**src/rtl/cpu_mem_arbiter.sv**
```systemverilog
// cpu_mem_arbiter
//
// Shares one memory port between the core's instruction-fetch channel and
// its data channel. Accepted requests are remembered, in issue order, in a
// small owner FIFO (one bit per request: 0 = inst, 1 = data). Responses from
// memory are in order, so the FIFO head always names the channel that owns
// the next response. The data channel normally wins arbitration. After
// STARVE_LIMIT consecutive data grants with a fetch waiting, one fetch is
// forced through.
//
// Ports
//   clk, resetn                  clock, asynchronous active-low reset
//   inst_req/inst_addr           fetch request in (read only)
//   inst_addr_ok                 fetch accepted this cycle (combinational)
//   inst_data_ok/inst_rdata      fetch response (registered, 1-cycle pulse)
//   data_req/wr/wstrb/addr/wdata data request in
//   data_addr_ok                 data accepted this cycle (combinational)
//   data_data_ok/data_rdata      data response (registered, 1-cycle pulse)
//   mem_req/wr/wstrb/addr/wdata  request to memory
//   mem_gnt                      memory takes the request this cycle
//   mem_rvalid/mem_rdata         in-order response from memory
//   err                          sticky: response arrived with nothing in flight

module cpu_mem_arbiter #(
    parameter int MAX_OUTSTANDING = 4,
    parameter int STARVE_LIMIT    = 4
) (
    input  logic        clk,
    input  logic        resetn,
    input  logic        inst_req,
    input  logic [31:0] inst_addr,
    output logic        inst_addr_ok,
    output logic        inst_data_ok,
    output logic [31:0] inst_rdata,
    input  logic        data_req,
    input  logic        data_wr,
    input  logic [3:0]  data_wstrb,
    input  logic [31:0] data_addr,
    input  logic [31:0] data_wdata,
    output logic        data_addr_ok,
    output logic        data_data_ok,
    output logic [31:0] data_rdata,
    output logic        mem_req,
    output logic        mem_wr,
    output logic [3:0]  mem_wstrb,
    output logic [31:0] mem_addr,
    output logic [31:0] mem_wdata,
    input  logic        mem_gnt,
    input  logic        mem_rvalid,
    input  logic [31:0] mem_rdata,
    output logic        err
);

    localparam int PTR_W = $clog2(MAX_OUTSTANDING);
    localparam int CNT_W = PTR_W + 1;
    localparam int STV_W = $clog2(STARVE_LIMIT + 1);

    localparam logic [CNT_W-1:0] FULL_CNT   = CNT_W'(MAX_OUTSTANDING);
    localparam logic [STV_W-1:0] STARVE_MAX = STV_W'(STARVE_LIMIT);

    typedef enum logic {
        OWN_INST = 1'b0,
        OWN_DATA = 1'b1
    } owner_e;

    logic [MAX_OUTSTANDING-1:0] owner_mem_q, owner_mem_d;
    logic [PTR_W-1:0]           wr_ptr_q, wr_ptr_d;
    logic [PTR_W-1:0]           rd_ptr_q, rd_ptr_d;
    logic [CNT_W-1:0]           count_q, count_d;
    logic [STV_W-1:0]           starve_cnt_q, starve_cnt_d;
    logic                       err_q, err_d;
    logic                       inst_data_ok_q, inst_data_ok_d;
    logic                       data_data_ok_q, data_data_ok_d;
    logic [31:0]                inst_rdata_q, inst_rdata_d;
    logic [31:0]                data_rdata_q, data_rdata_d;

    logic   full, empty, sel_data, sel_inst, accept, push, pop;
    owner_e head_owner;

    // ------------------------------------------------------------------
    // Arbitration and request path (fully combinational)
    // ------------------------------------------------------------------
    assign full  = (count_q == FULL_CNT);
    assign empty = (count_q == '0);

    // Data wins unless a waiting fetch has been passed over too often.
    assign sel_data = data_req & ~((starve_cnt_q == STARVE_MAX) & inst_req);
    assign sel_inst = ~sel_data & inst_req;

    // Gated by resetn so no request escapes while the FIFO is being flushed.
    assign mem_req      = (inst_req | data_req) & ~full & resetn;
    assign accept       = mem_req & mem_gnt;
    assign inst_addr_ok = accept & sel_inst;
    assign data_addr_ok = accept & sel_data;

    assign push       = accept;
    assign pop        = mem_rvalid & ~empty;
    assign head_owner = owner_e'(owner_mem_q[rd_ptr_q]);

    always_comb begin
        mem_wr    = 1'b0;
        mem_wstrb = 4'h0;
        mem_addr  = inst_addr;
        mem_wdata = 32'h0;
        if (sel_data) begin
            mem_wr    = data_wr;
            mem_wstrb = data_wstrb;
            mem_addr  = data_addr;
            mem_wdata = data_wdata;
        end
    end

    // ------------------------------------------------------------------
    // Next-state logic
    // ------------------------------------------------------------------
    always_comb begin
        // NOTE: every signal gets its hold value first so no path through
        // this block leaves one unassigned, which would infer a latch.
        owner_mem_d    = owner_mem_q;
        wr_ptr_d       = wr_ptr_q;
        rd_ptr_d       = rd_ptr_q;
        count_d        = count_q;
        starve_cnt_d   = starve_cnt_q;
        err_d          = err_q | (mem_rvalid & empty);
        inst_data_ok_d = 1'b0;
        data_data_ok_d = 1'b0;
        inst_rdata_d   = inst_rdata_q;
        data_rdata_d   = data_rdata_q;

        if (push) begin
            owner_mem_d[wr_ptr_q] = sel_data;
            wr_ptr_d              = wr_ptr_q + PTR_W'(1);   // wraps: depth is a power of two
        end

        if (pop) begin
            rd_ptr_d = rd_ptr_q + PTR_W'(1);
            if (head_owner == OWN_DATA) begin
                data_data_ok_d = 1'b1;
                data_rdata_d   = mem_rdata;
            end else begin
                inst_data_ok_d = 1'b1;
                inst_rdata_d   = mem_rdata;
            end
        end

        case ({push, pop})
            2'b10:   count_d = count_q + CNT_W'(1);
            2'b01:   count_d = count_q - CNT_W'(1);
            default: count_d = count_q;
        endcase

        // Counts data grants that overtook a waiting fetch; saturates.
        if (!inst_req || (accept && sel_inst)) begin
            starve_cnt_d = '0;
        end else if (accept && sel_data && (starve_cnt_q != STARVE_MAX)) begin
            starve_cnt_d = starve_cnt_q + STV_W'(1);
        end
    end

    // ------------------------------------------------------------------
    // State registers
    // ------------------------------------------------------------------
    always_ff @(posedge clk or negedge resetn) begin
        if (!resetn) begin
            wr_ptr_q       <= '0;
            rd_ptr_q       <= '0;
            count_q        <= '0;
            starve_cnt_q   <= '0;
            err_q          <= 1'b0;
            inst_data_ok_q <= 1'b0;
            data_data_ok_q <= 1'b0;
            inst_rdata_q   <= 32'h0;
            data_rdata_q   <= 32'h0;
        end else begin
            // NOTE: non-blocking assignments so every flop samples the
            // pre-edge value of every other flop, independent of ordering.
            wr_ptr_q       <= wr_ptr_d;
            rd_ptr_q       <= rd_ptr_d;
            count_q        <= count_d;
            starve_cnt_q   <= starve_cnt_d;
            err_q          <= err_d;
            inst_data_ok_q <= inst_data_ok_d;
            data_data_ok_q <= data_data_ok_d;
            inst_rdata_q   <= inst_rdata_d;
            data_rdata_q   <= data_rdata_d;
        end
    end

    // NOTE: the owner storage is deliberately left out of reset; an entry is
    // only ever read after it was written, because count gates every pop.
    always_ff @(posedge clk) begin
        owner_mem_q <= owner_mem_d;
    end

    assign inst_data_ok = inst_data_ok_q;
    assign data_data_ok = data_data_ok_q;
    assign inst_rdata   = inst_rdata_q;
    assign data_rdata   = data_rdata_q;
    assign err          = err_q;

endmodule

```
**config.mk**
```make
export PLATFORM = sky130hd
export DESIGN_NAME = cpu_mem_arbiter
export DESIGN_NICKNAME = d
export VERILOG_FILES = /design/src/rtl/cpu_mem_arbiter.sv
export SDC_FILE = /design/constraint.sdc
export NUM_CORES = 1
export LEC_CHECK = 0
export ABC_AREA = 1
export BUFFER_PORTS_ARGS = -buffer_cell sky130_fd_sc_hd__buf_2
export CAP_MARGIN = 20
export CORE_MARGIN = 8
export CORE_UTILIZATION = 42
export CTS_CLUSTER_DIAMETER = 50
export DETAILED_ROUTE_END_ITERATION = 10
export GPL_TIMING_DRIVEN = 0
export PLACE_DENSITY = 0.8
export SYNTH_ARGS = -nofsm -noshare
export SYNTH_HDL_FRONTEND = slang
export SYNTH_SLANG_ARGS = --single-unit
```
**constraint.sdc**
```tcl
create_clock -name clk -period 2.3 [get_ports clk]
set_clock_uncertainty 0.1 [all_clocks]
set_input_delay 0 -clock clk [delete_from_list [all_inputs] [get_ports clk]]
set_output_delay 0 -clock clk [all_outputs]
set_load 0.005 [all_outputs]
```
==> results of run 1 <==
## metrics by stage
step                std cells  util [%]  TNS [ps]  power (uW)  hold WS (ps)
global route              987     67.17         0        6890         90.39
global placement          924     59.10     -2412        5116         160.2
floorplan                 514         -         0        4006        -395.6
CTS                       985     66.96         0        6365         58.92
finish                    987     67.17         0        6442         82.22
detailed placement        925     59.41    -8.312        5227        -132.6
## state kept, by name (all words and copies together), names as in the netlist
| register | flops |
|---|---|
| data_rdata | 32 |
| inst_rdata | 32 |
| owner_mem_q | 4 |
| count_q | 3 |
| starve_cnt_q | 3 |
| rd_ptr_q | 2 |
| wr_ptr_q | 2 |
| data_data_ok | 1 |
| err | 1 |
| inst_data_ok | 1 |
## per-layer routing
| layer | share of wire [%] | vias up | track usage (%) |
|---|---|---|---|
| met5 | 0 | - | 0 |
| met4 | 2.3 | 0 | 8.297 |
| met3 | 11 | 26 | 9.693 |
| met2 | 53 | 217 | 44.51 |
| met1 | 33 | 2078 | 21.15 |
| li1 | - | 2201 | - |
## logic make-up after synthesis
family,after synthesis
compound gates,71
xor+xnor,6
fa+ha+maj,8
buf+inv,113
flops,81
simple gates,235
## timing repair
item / in CTS / in global routing
hold buffers: 45 / 0
resized for setup: 0 / 1
endpoints found under the hold margin: 147 / 0
setup buffers: 0 / 2
endpoints found under the setup margin: 0 / 1
## area by class of cell
class                      count  area (um2)
buffer                        25       202.7
clock buffer                  13       158.9
clock inverter                 2       37.54
fill                         769        3194
inverter                      88       330.3
multi-input combinational    320        1623
sequential                    81        2047
tap                          133       166.4
timing repair buffer         325        1969
## worst min path at each step
stage,to,slack [ps],cells past startpoint
finish,starve_cnt_q[2]$_DFFE_PN0P_,80,5
global route,data_rdata[14]$_DFFE_PN0P_,90,8
CTS,inst_rdata[16]$_DFFE_PN0P_,60,8
detailed placement,data_rdata[17]$_DFFE_PN0P_,-130,1
global placement,mem_addr[30],160,4
floorplan,count_q[0]$_DFFE_PN0P_,-400,0
## power by group through the flow
stage,Clock (uW),Sequential (uW),Combinational (uW)
after floorplan,0,2460,1550
after global placement,0,2390,2730
after detailed placement,0,2420,2810
after CTS,1070,2400,2900
after global routing,1120,2520,3260
final,1040,2450,2960
## layout by cell type, fill, tap and decap left out, drive strengths merged, types with 5 or more instances in the layout
cell         instances
buf                311
o21ai               67
dlygate4sd3         37
nor2                50
ha                   7
xor2                 5
dfrtp               77
clkbuf              15
nand2              175
inv                 88
nand3                9
## worst max-delay path: stages, from the launching register on
cell     delay, ps
dfrtp_1        430
nor2_4         100
nand2_1         90
nand3_2        120
buf_6          150
ha_1           150
inv_1           60
fa_1           370
a21oi_1        140
o21ai_0        110
xor2_1         150
==> impl_metrics.tcl, run 1 <==
set metrics [dict create \
    switching_share_pct 38.46 \
    synth_fp_nets 661 \
    synth_compound_area_share_pct 12.73 \
    synth_top_area_share_pct 45.90 \
    cts_root_buffer "clkbuf_8" \
    min_period_ps 2096 \
    worst-path-max-fanout 10 \
    grt_max_degree 47 \
    place_ws_ps -8.312 \
    crit_start "count_q[1]$_DFFE_PN0P_" \
    antenna_found_initial 0 \
    p_per_area_nw_per_um2 985.7 \
    wire_per_inst_um 16.12 \
    synth_flop_cell "dfrtp_1" \
    cp-start-kind "register" \
    synth_top_family_by_area "simple AND/OR/NAND/NOR gates" \
    syn_inst 514 \
    max_freq_mhz 477.1 \
    tightest_slew_ps 440.7 \
    intPower_uw 3964 \
    worstPathRequired_ps 2420 \
    clock_path_buffers 2 \
    drc 0 \
    endpoint "count_q[2]$_DFFE_PN0P_" \
    reg2reg_slack_ps 200 \
    grt_pass1_vias 4629 \
    grt_usage_pct 23.17 \
    htreeDepth 3 \
    grt_pass1_wl_mm 23.85 \
    power_frac_comb_pct 45.9 \
    drt_iter0_drc 298 \
    yosys_register_bits 81 \
    min-delay-path-class "in2reg" \
    r2r_start "count_q[1]$_DFFE_PN0P_" \
    rsz0062_at_grt "no" \
    ys_types 26 \
    relSlewSlack_pct 70.62 \
    finish.instance_area_um2 6535 \
    place_area_um2 5781 \
    synthAdderAreaFrac_pct 2.563 \
    yosysMostFrequentCell "nand2_1" \
    overflow 0 \
    synth_mux_area_share_pct 0 \
    r2r_end "count_q[2]$_DFFE_PN0P_" \
    drt_wl_total_mm 15.91 \
    num_rows 36 \
    yosys.area_share.simple_pct 22.00 \
    synth_area_leader_cell "dfrtp_1" \
    vias_per_cell 4.582 \
    reg2reg_depth 10 \
    finalSetupViolCount 0 \
    fp.dieW_um 116.0 \
    synth_common_cells "173 x nand2_1, 87 x inv_1, 77 x dfrtp_1, 47 x nor2_1, 43 x o21ai_2" \
    drt_pre_antenna_iters 4 \
    die_area_um2 13450 \
    synth-xor-area-share_pct 1.252 \
    synth_warnings 0 \
    final_nets 997 \
    clock_latency_ps 350 \
    syn_avg_cell_area_um2 8.167 \
    layout-drive-gt1-share_pct 44.15 \
    syn_area_um2 4198 \
    clkSlewWorstSetupHoldPaths_ps 80 \
    p_clk_share_pct 16.1 \
    antenna_cells 0 \
    initial_utilization_pct 43.15 \
    fin_crit_sh_pct 91.13 \
    outcome "completed" \
    cts_buffers 9 \
    ys_seq_area_share_pct 48.76 \
    critPathArrivalTime_ps 2220 \
    synth.area.top_cells "dfrtp_1 46%, nand2_1 15%, o21ai_2 9.0%, inv_1 7.8%, nor2_1 4.2%" \
    p_leak_uw 0.003924 \
    cts_tree "done" \
    crit_path_end_kind "register" \
    place.gp.congestion 0.8532 \
    port_buffers 277 \
    ir_drop_mv 0.5083 \
    crit_type "reg2reg" \
    area_growth_pct 55.68 \
    p_switching_uw 2478 \
    cts_num_sinks 81 \
    min_from "data_req" \
    hold_viol 0 \
    core-area_um2 9729 \
    die_y_um 116.0 \
    worst_slack_ps 204.0 \
    synth_edf_count 4 \
    postSynth.asyncResetShare_pct 95.06 \
    p_seq_share_pct 38.0 \
    dp_hpwl_mm 11.78 \
    cap_violations 0 \
    ant_nets 0 \
    via_count 4522 \
    drv_slew 0 \
    ios 278 \
]
Note: power is estimated with default switching activity, not from simulation.
==> run 2, diff against run 1 <==
CORE_ASPECT_RATIO = 0.9   (was default)
SKIP_LAST_GASP = 1   (was default)
==> run 2 against run 1 <==
Against the previous run: count of clock-buffer cells in the layout decreased by 1; sequential power is 2% lower; via count decreased by 5.0%; worst setup slack worse by 110 ps; worst hold slack improved by 5.0 ps; clock power fell by 9%; global-route usage down 1.5 points; wire length down 6.2%; largest cell class is now flip-flops and latches; largest power group unchanged.
==> impl_metrics.tcl, run 2 (synthesis gave the netlist of run 1 again) <==
set metrics [dict create \
    post_cts_buffers 0 \
    dp_hpwl_mm 12.03 \
    cp-start-kind "register" \
    crit_path_end_kind "register" \
    register_area_um2 2047 \
    p_leak_uw 0.003835 \
    cts_buffers 9 \
    grt_pass1_wl_mm 23.19 \
    dpl.cell_count 918 \
    final_nets 988 \
    cap_violations 0 \
    fillers 839 \
    final_cell_mix "283 x buf_2, 173 x nand2_1, 87 x inv_1, 77 x dfrtp_1, 47 x nor2_1" \
    die_area_um2 13450 \
    finalSetupViolCount 0 \
    min-delay-path-class "in2reg" \
    fp.dieW_um 121.4 \
    drt_wl_total_mm 14.92 \
    wire_per_inst_um 15.35 \
    rsz0062_at_grt "no" \
    core-area_um2 9699 \
    critPathArrivalTime_ps 2330 \
    finalPower_uw 6200 \
    die_y_um 110.8 \
    clock_path_buffers 2 \
    area_growth_pct 50.97 \
    worstPathRequired_ps 2430 \
    layout-drive-gt1-share_pct 43.50 \
    tightest_slew_ps 740.6 \
    fin_crit_sh_pct 95.72 \
    antenna_cells 0 \
    final_common_cell "buf_2" \
    hold_viol 0 \
    cts_num_sinks 81 \
    drt_pre_antenna_iters 4 \
    grt_max_degree 62 \
    antenna_found_initial 1 \
    via_count 4294 \
    htreeDepth 3 \
    port_buffers 277 \
    grt_pass1_vias 4399 \
    ir_drop_mv 0.5511 \
    ant_nets 0 \
    multi_input_area_um2 1618 \
    clkSlewWorstSetupHoldPaths_ps 80 \
    place.gp.congestion 0.8441 \
    worst-path-max-fanout 10 \
    cts_root_buffer "clkbuf_8" \
    relSlewSlack_pct 50.46 \
    vias_per_cell 4.418 \
    ios 278 \
    min_period_ps 2202 \
    clock_latency_ps 350 \
    drv_slew 0 \
    drt_iter0_drc 278 \
    outcome "completed" \
    drc 0 \
    max_freq_mhz 454.2 \
    overflow 0 \
    crit_type "reg2reg" \
    p_per_area_nw_per_um2 978.3 \
    whs_ps 87.21 \
    cts_tree "done" \
    layout.cells.non_filler 972 \
    grt_usage_pct 21.71 \
    initial_utilization_pct 43.28 \
    num_rows 34 \
]
-- run 2: area by class of cell --
type / instances / area share (%)
multi-input combinational: 320 / 25.53
sequential: 81 / 32.30
clock buffer: 12 / 2.468
buffer: 25 / 3.238
timing repair buffer: 316 / 28.35
tap: 126 / 2.488
inverter: 88 / 5.212
clock inverter: 4 / 0.4146
-- run 2: report_power, final --
part	internal (uW)	switching [uW]	total [uW]
clock network	457	494	951
registers	2070	344	2410
logic	1290	1550	2840
-- run 2: path summary, 6_finish.rpt --
kind	startpoint	end	slack (ps)	depth (start not counted)
max reg2reg	count_q[1]$_DFFE_PN0P_	count_q[2]$_DFFE_PN0P_	100	10
min reg2reg	err$_DFF_PN0_	err$_DFF_PN0_	370	1
min	data_req	starve_cnt_q[2]$_DFFE_PN0P_	90	5
max in group asynchronous	resetn	count_q[0]$_DFFE_PN0P_	860	3
max	count_q[1]$_DFFE_PN0P_	count_q[2]$_DFFE_PN0P_	100	10
min in group asynchronous	resetn	inst_rdata[7]$_DFFE_PN0P_	120	3
-- run 2: timing repair --
item                                    CTS  global route
hold endpoints to repair                149             0
hold buffers                             38             0
endpoints found under the setup margin    0             1
gates resized for setup                   0             1
-- run 2: stage by stage --
step,setup WS (ps),util (%),setup TNS (ps),cell area [um2]
6_report,98.43,65.34,0,6337
5_1_grt,6.937,65.34,0,6337
4_1_cts,96.00,65.31,0,6335
3_5_place_dp,117.1,59.51,0,5772
3_3_place_gp,-596.2,59.20,-1886,5742
2_1_floorplan,266.3,-,0,4198
-- run 2: routing by layer --
layer / up-vias / GRT usage [%] / share of wire, %
met5: - / 0 / 0.087
li1: 2188 / - / -
met3: 22 / 8.961 / 10
met2: 192 / 37.53 / 50
met4: 2 / 7.560 / 2.2
met1: 1890 / 23.16 / 37
-- run 2: worst max-delay path, stage by stage, from the launching register on --
cell     delay (ps)
dfrtp_1         410
nor2_2          200
nand2_1         120
nand3_2         110
buf_6           150
ha_1            150
inv_1            60
fa_1            370
a21oi_1         140
o21ai_0         110
xor2_1          150
==> run 3, diff against run 2 <==
ABC_AREA = default   (was 1)
PLACE_DENSITY = 0.81   (was 0.8)
SKIP_LAST_GASP = default   (was 1)
==> run 3 against run 2 <==
Against the previous run: count of clock-buffer cells in the layout shrank 2; largest power group unchanged; global-route usage up 0.82 points; critical path type unchanged; highest routed layer unchanged; flip-flop and latch count unchanged.
==> impl_metrics.tcl, run 3 <==
set metrics [dict create \
    dr_wl_met3_mm 1.493 \
    min-delay-path-class "in2async" \
    synth_area_leader_cell "dfrtp_1" \
    cp_num_buf_inv 2 \
    cts_tree "done" \
    dr.max_layer_used "met5" \
    drt_pre_antenna_iters 4 \
    grt_pass1_wl_mm 22.96 \
    wire_per_inst_um 19.66 \
    initial_utilization_pct 42.37 \
    synth_fp_nets 439 \
    route.met2.wl_mm 7.526 \
    dp_hpwl_mm 11.46 \
    cap_violations 0 \
    synthAdderAreaFrac_pct 2.665 \
    overflow 0 \
    layout.cells.non_filler 754 \
    critPathArrivalTime_ps 2360 \
    synth_edf_count 4 \
    slowest_stage "dfrtp_2" \
    drv_slew 0 \
    grt_usage_pct 22.53 \
    ys_types 32 \
    synth_mux_area_share_pct 30.55 \
    htreeDepth 3 \
    grt_max_degree 65 \
    die_y_um 109.0 \
    vias_per_cell 4.794 \
    fp.dieW_um 119.4 \
    cts_num_sinks 81 \
    synth_top_family_by_area "multiplexers" \
    place_area_um2 5612 \
    clock_path_buffers 2 \
    ios 278 \
    ys_seq_area_share_pct 50.70 \
    synth_top_area_share_pct 47.72 \
    syn_area_um2 4038 \
    relSlewSlack_pct 60.21 \
    layout-drive-gt1-share_pct 65.97 \
    clock_latency_ps 340 \
    cts_root_buffer "clkbuf_8" \
    p_per_area_nw_per_um2 1000 \
    yosys_register_bits 81 \
    cp_common_cell "xor2_1" \
    cp-start-kind "register" \
    syn_inst 292 \
    synth_common_cells "77 x dfrtp_1, 68 x mux2_2, 37 x and3_1, 29 x mux2_4, 12 x inv_1" \
    drc 0 \
    drt_iter0_drc 183 \
    tightest_slew_ps 594.9 \
    crit_family "adder cells" \
    worstPathRequired_ps 2470 \
    core-area_um2 9529 \
    worst-path-max-fanout 7 \
    die_area_um2 13010 \
    postSynth.asyncResetShare_pct 95.06 \
    final_common_cell "buf_2" \
    wl_met1_mm 5.447 \
    crit_type "reg2reg" \
    syn_avg_cell_area_um2 13.83 \
    min_period_ps 2191 \
    finalSetupViolCount 0 \
    synth.area.top_cells "dfrtp_1 48%, mux2_2 19%, mux2_4 11%, and3_1 5.7%, edfxtp_1 3.0%" \
    num_rows 34 \
    p_leak_uw 0.003307 \
    drt_wl_total_mm 14.82 \
    max_freq_mhz 456.4 \
    max_stage_delay_ps 480 \
    hold_viol 0 \
    place.gp.congestion 0.8750 \
    grt_pass1_vias 4164 \
    clkSlewWorstSetupHoldPaths_ps 90 \
    final_cell_mix "276 x buf_2, 75 x dfrtp_1, 68 x mux2_2, 38 x dlygate4sd3_1, 37 x and3_1" \
    yosys.area_share.simple_pct 8.646 \
    synth_compound_area_share_pct 2.231 \
    path_cells "nor3b_4, nor2_2, inv_2, ha_1, inv_1, fa_1, xor2_1, nor2_1, xor2_1" \
    ant_nets 0 \
    fin_crit_sh_pct 95.26 \
    final_nets 768 \
    tns_ps 0 \
    cts_buffers 9 \
    synth-xor-area-share_pct 1.302 \
    crit_path_end_kind "register" \
    dpl.cell_count 696 \
    antenna_found_initial 1 \
    synth_warnings 0 \
    port_buffers 277 \
    synth_flop_cell "dfrtp_1" \
    outcome "completed" \
    area_growth_pct 54.51 \
    via_count 3615 \
    finish.instance_area_um2 6238 \
    ir_drop_mv 0.5361 \
    yosysMostFrequentCell "dfrtp_1" \
    rsz0062_at_grt "yes" \
]
[run 3: worst register-to-register path, cell delays in order (launching register included)]
cell and delay (ps):
dfrtp_2 480, nor3b_4 270, nor2_2 120, inv_2 130
ha_1 190, inv_1 60, fa_1 370, xor2_1 150
nor2_1 110, xor2_1 150
[run 3: what timing repair did]
action,CTS,global route
endpoints found under the setup margin,29,54
buffers inserted,1,0
pin swaps,1,0
gates resized for setup,4,11
hold endpoints to repair,146,0
hold buffers,39,0
[run 3: path summary, 6_finish.rpt]
path / from / to / slack (ps) / cells past startpoint
setup / recovery: count_q[0]$_DFFE_PN0P_ / count_q[2]$_DFFE_PN0P_ / 110 / 9
hold / removal: resetn / data_rdata[24]$_DFFE_PN0P_ / 130 / 2
setup reg to reg: count_q[0]$_DFFE_PN0P_ / count_q[2]$_DFFE_PN0P_ / 110 / 9
hold reg to reg: err$_DFF_PN0_ / err$_DFF_PN0_ / 370 / 1
max in group asynchronous: resetn / data_rdata[31]$_DFFE_PN0P_ / 1490 / 4
min in group clk: mem_gnt / starve_cnt_q[0]$_DFFE_PN0P_ / 130 / 4
[run 3: final cells by class]
type                       count  area, um2
fill                         754       3291
buffer                        17      122.6
sequential                    81       2049
antenna                        2      5.005
clock buffer                  10      127.6
inverter                      12      45.04
timing repair buffer         318       1832
multi-input combinational    182       1849
clock inverter                 6      50.05
tap                          126      157.7
[run 3: per-layer routing]
layer  up-vias  global-route usage, %
li1       1695                      -
met1      1711                  23.74
met2       178                  39.72
met3        29                  9.317
met4         2                  9.172
met5         -                      0
[run 3: kinds of logic after synthesis]
family          count (synthesis)
xor+xnor                        6
compound gates                 11
simple gates                   58
flops                          81
fa+ha+maj                       8
mux                            99
buf+inv                        29
[run 3: where the power goes]
part	switching (uW)	leakage (uW)	internal (uW)
clock network	537	0.0000835	404
logic	1110	0.00228	1640
registers	431	0.000946	2120
total	2080	0.00331	4160
[run 3: metrics by stage]
step                hold slack (ps)  power, uW  utilization [%]  setup slack (ps)
finish                        127.9       6240            65.47             109.0
global placement              144.8       5072            58.57             -1150
detailed placement           -228.7       5215            58.89            -222.2
global route                  139.2       6653            65.41            -36.73
floorplan                    -395.6       4008                -             104.8
CTS                           70.12       6254            65.24             7.166
